## src/rtl/rf_wb_arbiter.sv

```systemverilog
// Write-back arbiter for the register file's single write port: round-robin
// grant of NREQ sources, registered write outputs, $zero suppression, stall count.
module rf_wb_arbiter #(
  parameter int NREQ = 3,
  parameter int DW   = 32,
  parameter int AW   = 5
) (
  input  logic               CLK,
  input  logic               RESET,
  input  logic [NREQ-1:0]    req_valid,
  input  logic [NREQ*AW-1:0] req_addr,
  input  logic [NREQ*DW-1:0] req_data,
  output logic [NREQ-1:0]    req_ready,
  input  logic               hold,
  output logic               reg_wr,
  output logic [AW-1:0]      w_addr,
  output logic [DW-1:0]      write_data,
  output logic [2:0]         grant_id,
  output logic [15:0]        wait_cnt
);

  logic [2:0]      last;
  logic [NREQ-1:0] grant;
  logic [2:0]      sel;
  logic            found;
  logic [AW-1:0]   sel_addr;
  logic [DW-1:0]   sel_data;
  logic            xfer;

  // Two passes: indices above `last` first, then wrap around to 0..last.
  always_comb begin
    grant = '0;
    sel   = '0;
    found = 1'b0;
    for (int i = 0; i < NREQ; i++) begin
      if (!found && (i > int'(last)) && req_valid[i]) begin
        grant[i] = 1'b1;
        sel      = 3'(i);
        found    = 1'b1;
      end
    end
    for (int i = 0; i < NREQ; i++) begin
      if (!found && (i <= int'(last)) && req_valid[i]) begin
        grant[i] = 1'b1;
        sel      = 3'(i);
        found    = 1'b1;
      end
    end
  end

  assign req_ready = (RESET || hold) ? '0 : grant;
  assign xfer      = |req_ready;

  // Address/data mux is driven by the grant only, never back into req_ready.
  always_comb begin
    sel_addr = '0;
    sel_data = '0;
    for (int i = 0; i < NREQ; i++) begin
      if (grant[i]) begin
        sel_addr = req_addr[i*AW +: AW];
        sel_data = req_data[i*DW +: DW];
      end
    end
  end

  always_ff @(posedge CLK or posedge RESET) begin
    if (RESET) begin
      last       <= 3'(NREQ-1);
      reg_wr     <= 1'b0;
      w_addr     <= '0;
      write_data <= '0;
      grant_id   <= '0;
      wait_cnt   <= '0;
    end else begin
      if (xfer) begin
        last       <= sel;
        w_addr     <= sel_addr;
        write_data <= sel_data;
        grant_id   <= sel;
        reg_wr     <= (sel_addr != '0);
      end else begin
        reg_wr <= 1'b0;
      end
      if ((|(req_valid & ~req_ready)) && (wait_cnt != 16'hFFFF))
        wait_cnt <= wait_cnt + 16'd1;
    end
  end

endmodule
```

## config.mk

```make
export PLATFORM = sky130hd
export DESIGN_NAME = rf_wb_arbiter
export DESIGN_NICKNAME = d
export VERILOG_FILES = /design/src/rtl/rf_wb_arbiter.sv
export SDC_FILE = /design/constraint.sdc
export NUM_CORES = 1
export LEC_CHECK = 0
export BUFFER_PORTS_ARGS = -buffer_cell sky130_fd_sc_hd__buf_2
export CELL_PAD_IN_SITES_DETAIL_PLACEMENT = 1
export CELL_PAD_IN_SITES_GLOBAL_PLACEMENT = 2
export CORE_AREA = 2 2 96 121
export CTS_BUF_LIST = sky130_fd_sc_hd__clkbuf_4 sky130_fd_sc_hd__clkbuf_8
export CTS_CLUSTER_DIAMETER = 40
export DETAILED_ROUTE_END_ITERATION = 7
export DIE_AREA = 0 0 98 123
export GPL_TIMING_DRIVEN = 0
export PLACE_DENSITY = 0.92
export SLEW_MARGIN = 15
export SYNTH_ARGS = -nofsm -noshare
export SYNTH_HDL_FRONTEND = slang
export SYNTH_SLANG_ARGS = --single-unit
```

## constraint.sdc

```tcl
create_clock -name CLK -period 4 [get_ports CLK]
set_input_delay 0.2 -clock CLK [delete_from_list [all_inputs] [get_ports CLK]]
set_output_delay 0.2 -clock CLK [all_outputs]
set_load 0.02 [all_outputs]
```

==> results by group <==
Status
  • Status: finished clean

Critical path
  • Peak fanout along the critical path: 9
  • R2r worst-path depth: 5
  • Slowest stage cell, crit path: o2bb2ai_1
  • Crit end category: primary output
  • R2R Setup Slk: 1700 ps
  • CP Data Arrival Time: 2240 ps
  • CP startpoint: last[1]
  • Kind of critical path: reg -> out
  • CP max stage delay: 820 ps
  • Worst R2R End: write_data[27]
  • Launching point of the worst reg2reg path: last[1]
  • Setup crit end: req_ready[1]
  • Critical path launch point type: register
  • Cell chain of the critical path: nor2b_2, o2bb2ai_1, and2_1, buf_2
  • Critical Path RT: 3800 ps

Power and ir drop
  • Pleak: 1.97 nW
  • Worst vdd ir: 0.000183 V
  • Total power: 2.27 mW
  • Pwr dens: 549 mW/mm²

Logic synthesis
  • Mux cell area share after synthesis: 2.34%
  • Ys flop type: dfrtp_1
  • Synth Area in Simple Gates: 16.4%
  • Register area share after synthesis: 49.5%
  • Post-synth ARST share: 100%
  • Mapped Cells: 280
  • Main combinational cell family by area after synthesis: compound AO/OA/AOI/OAI gates
  • Count of different cell masters after synthesis: 50
  • Post-Synth XOR/XNOR Area: 3.65%
  • Synth Area in Compound Gates: 22.7%
  • FF+latch count, synth: 57
  • Cell Area, Synth: 0.00288 mm²
  • Post-Syn Nets: 398
  • Synth Area in Adders: 0.825%
  • EDFF count, synth: 0
  • Ys Warns: 0
  • Mean Syn Cell Area: 10.3 µm²

Timing
  • Final Hold Violating Endpoints: 0
  • Worst Tran Pin Value: 1060 ps
  • Tmin final: 2440 ps
  • Endpoints failing setup: 0
  • Setup TNS: 0 ps
  • Max Slew Vio Count: 0
  • RSZ-0062 raised after global routing: false
  • Max-slew headroom: 29.1%
  • Clock skew: 7.46 ps
  • Final Cycle Share: 61.1%
  • Highest clock rate: 0.409 GHz

Global route
  • GRT overflow: 0
  • Largest net degree at the start of global routing: 58
  • Initial antenna violation count: 1
  • All-Layer GR Usage: 18.4%
  • First-pass GRT wire length: 17.4 mm
  • Vias in the first global route: 3,481

Routing
  • Average wire per standard cell: 18.1 µm
  • Remaining antenna violation count after routing: 0
  • DR DRC count: 0
  • Initial DRT Pass Iterations: 4
  • Initial drt markers: 71
  • Vias: 3,101
  • Routed vias/inst: 5.13
  • Routed WL: 10.9 mm

Placement
  • Detail Placement HPWL: 8.48 mm
  • Gpl congestion: 0.809
  • Placed cell area: 0.00393 mm²
  • Inst Count DP: 589
  • Port Buffers: 174

Cells and area
  • Post-route cell area: 0.00414 mm²
  • Fin nets: 583
  • Commonest non-fill, non-tap cell in the layout: buf_2
  • Layout cells sized above 1: 45.8%
  • Most frequent cells in the layout: buf_2 (180), dfrtp_1 (56), nor2_1 (43), a221oi_1 (33), o22ai_1 (32)
  • # diodes: 0
  • Non-filler cells, final: 604
  • Layout area overhead: 43.6%

Run
  • Max Cap Viol: 0

Clock network
  • CTS Hold Buffers Added: 0
  • Cts repair resizes: 0
  • Maximum root-to-sink buffer count: 2
  • CTS tree: yes
  • # H-tree levels: 3
  • Clock sinks: 57
  • Clock transition at path regs: 70 ps
  • Post-CTS setup buffer count: 0
  • Worst-Skew Late Latency: 330 ps
  • Root buf cell: clkbuf_8
  • CTS Buf Count: 9

Die
  • Core region area: 0.0109 mm²
  • Num rows: 43
  • Die W: 98 µm
  • Die area: 0.0121 mm²
  • I/O pins: 177
  • Starting Density: 26.4%
  • Die Y: 123 µm

Worst hold path
  • Hold Crit Class: in -> async
[worst min path at each step]
stage / from / to / slack (ps)
floorplan: req_data[64] / write_data[0] / 370
global placement: req_data[79] / write_data[15] / 460
detailed placement: RESET / wait_cnt[3] / 440
CTS: RESET / grant_id[0] / 50
global route: RESET / wait_cnt[4] / 80
finish: RESET / wait_cnt[3] / 20
[per-layer routing]
layer / vias to the layer above / share of wire, % / global-route usage [%]
met3: 23 / 7.8 / 5.82
met1: 1504 / 38 / 20.0
li1: 1439 / - / -
met5: - / 0.12 / 0
met4: 2 / 2.5 / 7.90
met2: 133 / 52 / 33.1
[state kept, by name, indices dropped and copies added, names as in the netlist]
name / count
w_addr: 5
last: 1
grant_id: 2
wait_cnt: 16
reg_wr: 1
write_data: 32
[synth_stat cells, types with 5 or more instances]
library cell / count / share of area, %
a21oi_1: 5 / 0.87
buf_2: 6 / 1.0
dfrtp_1: 56 / 49
nor3_1: 5 / 0.87
clkbuf_1: 11 / 1.4
nand2_1: 10 / 1.3
o21ai_0: 6 / 1.0
o22ai_1: 32 / 6.9
xor2_1: 11 / 3.3
a221oi_1: 33 / 10
nor2_1: 43 / 5.6
[final cells by class]
cell class / instances / area (µm²)
plain buffers: 22 / 116
clock buffers: 13 / 179
clock inverters: 2 / 35.0
fillers: 1292 / 6780
inverters: 3 / 13.8
multi-input cells: 198 / 1330
flip-flops and latches: 57 / 1430
well taps: 135 / 169
repair buffers: 174 / 871
[worst max-delay path: cells and delay by family (launching register included)]
family | cells | cell delay [ps]
simple gates | 2 | 340
buf+inv | 1 | 180
compound gates | 1 | 820
flops | 1 | 570
[stage by stage]
step | setup WS (ps) | util (%) | hold WS [ps]
final | 1560 | 37.9 | 23.2
after global routing | 1390 | 37.9 | 84.1
after CTS | 1500 | 37.9 | 46.0
after detailed placement | 1670 | 35.9 | 436
after global placement | 1480 | 35.9 | 462
after floorplan | 2240 | - | 375
[cell families after synthesis]
logic type	after synthesis
AND/OR/NAND/NOR	89
AO/OA/AOI/OAI	88
flip-flops	57
buffers and inverters	25
XOR/XNOR	12
multiplexers	6
adder cells (fa/ha/maj)	2
other	1
[report_power, final]
| group | switching, mW | total [mW] | internal [mW] | leakage, nW |
|---|---|---|---|---|
| Clock | 0.231 | 0.582 | 0.351 | 0.112 |
| Sequential | 0.126 | 0.863 | 0.736 | 0.662 |
| Combinational | 0.522 | 0.828 | 0.305 | 1.19 |
| Total | 0.880 | 2.27 | 1.39 | 1.97 |
No activity file was read; power rests on OpenSTA's default activity.
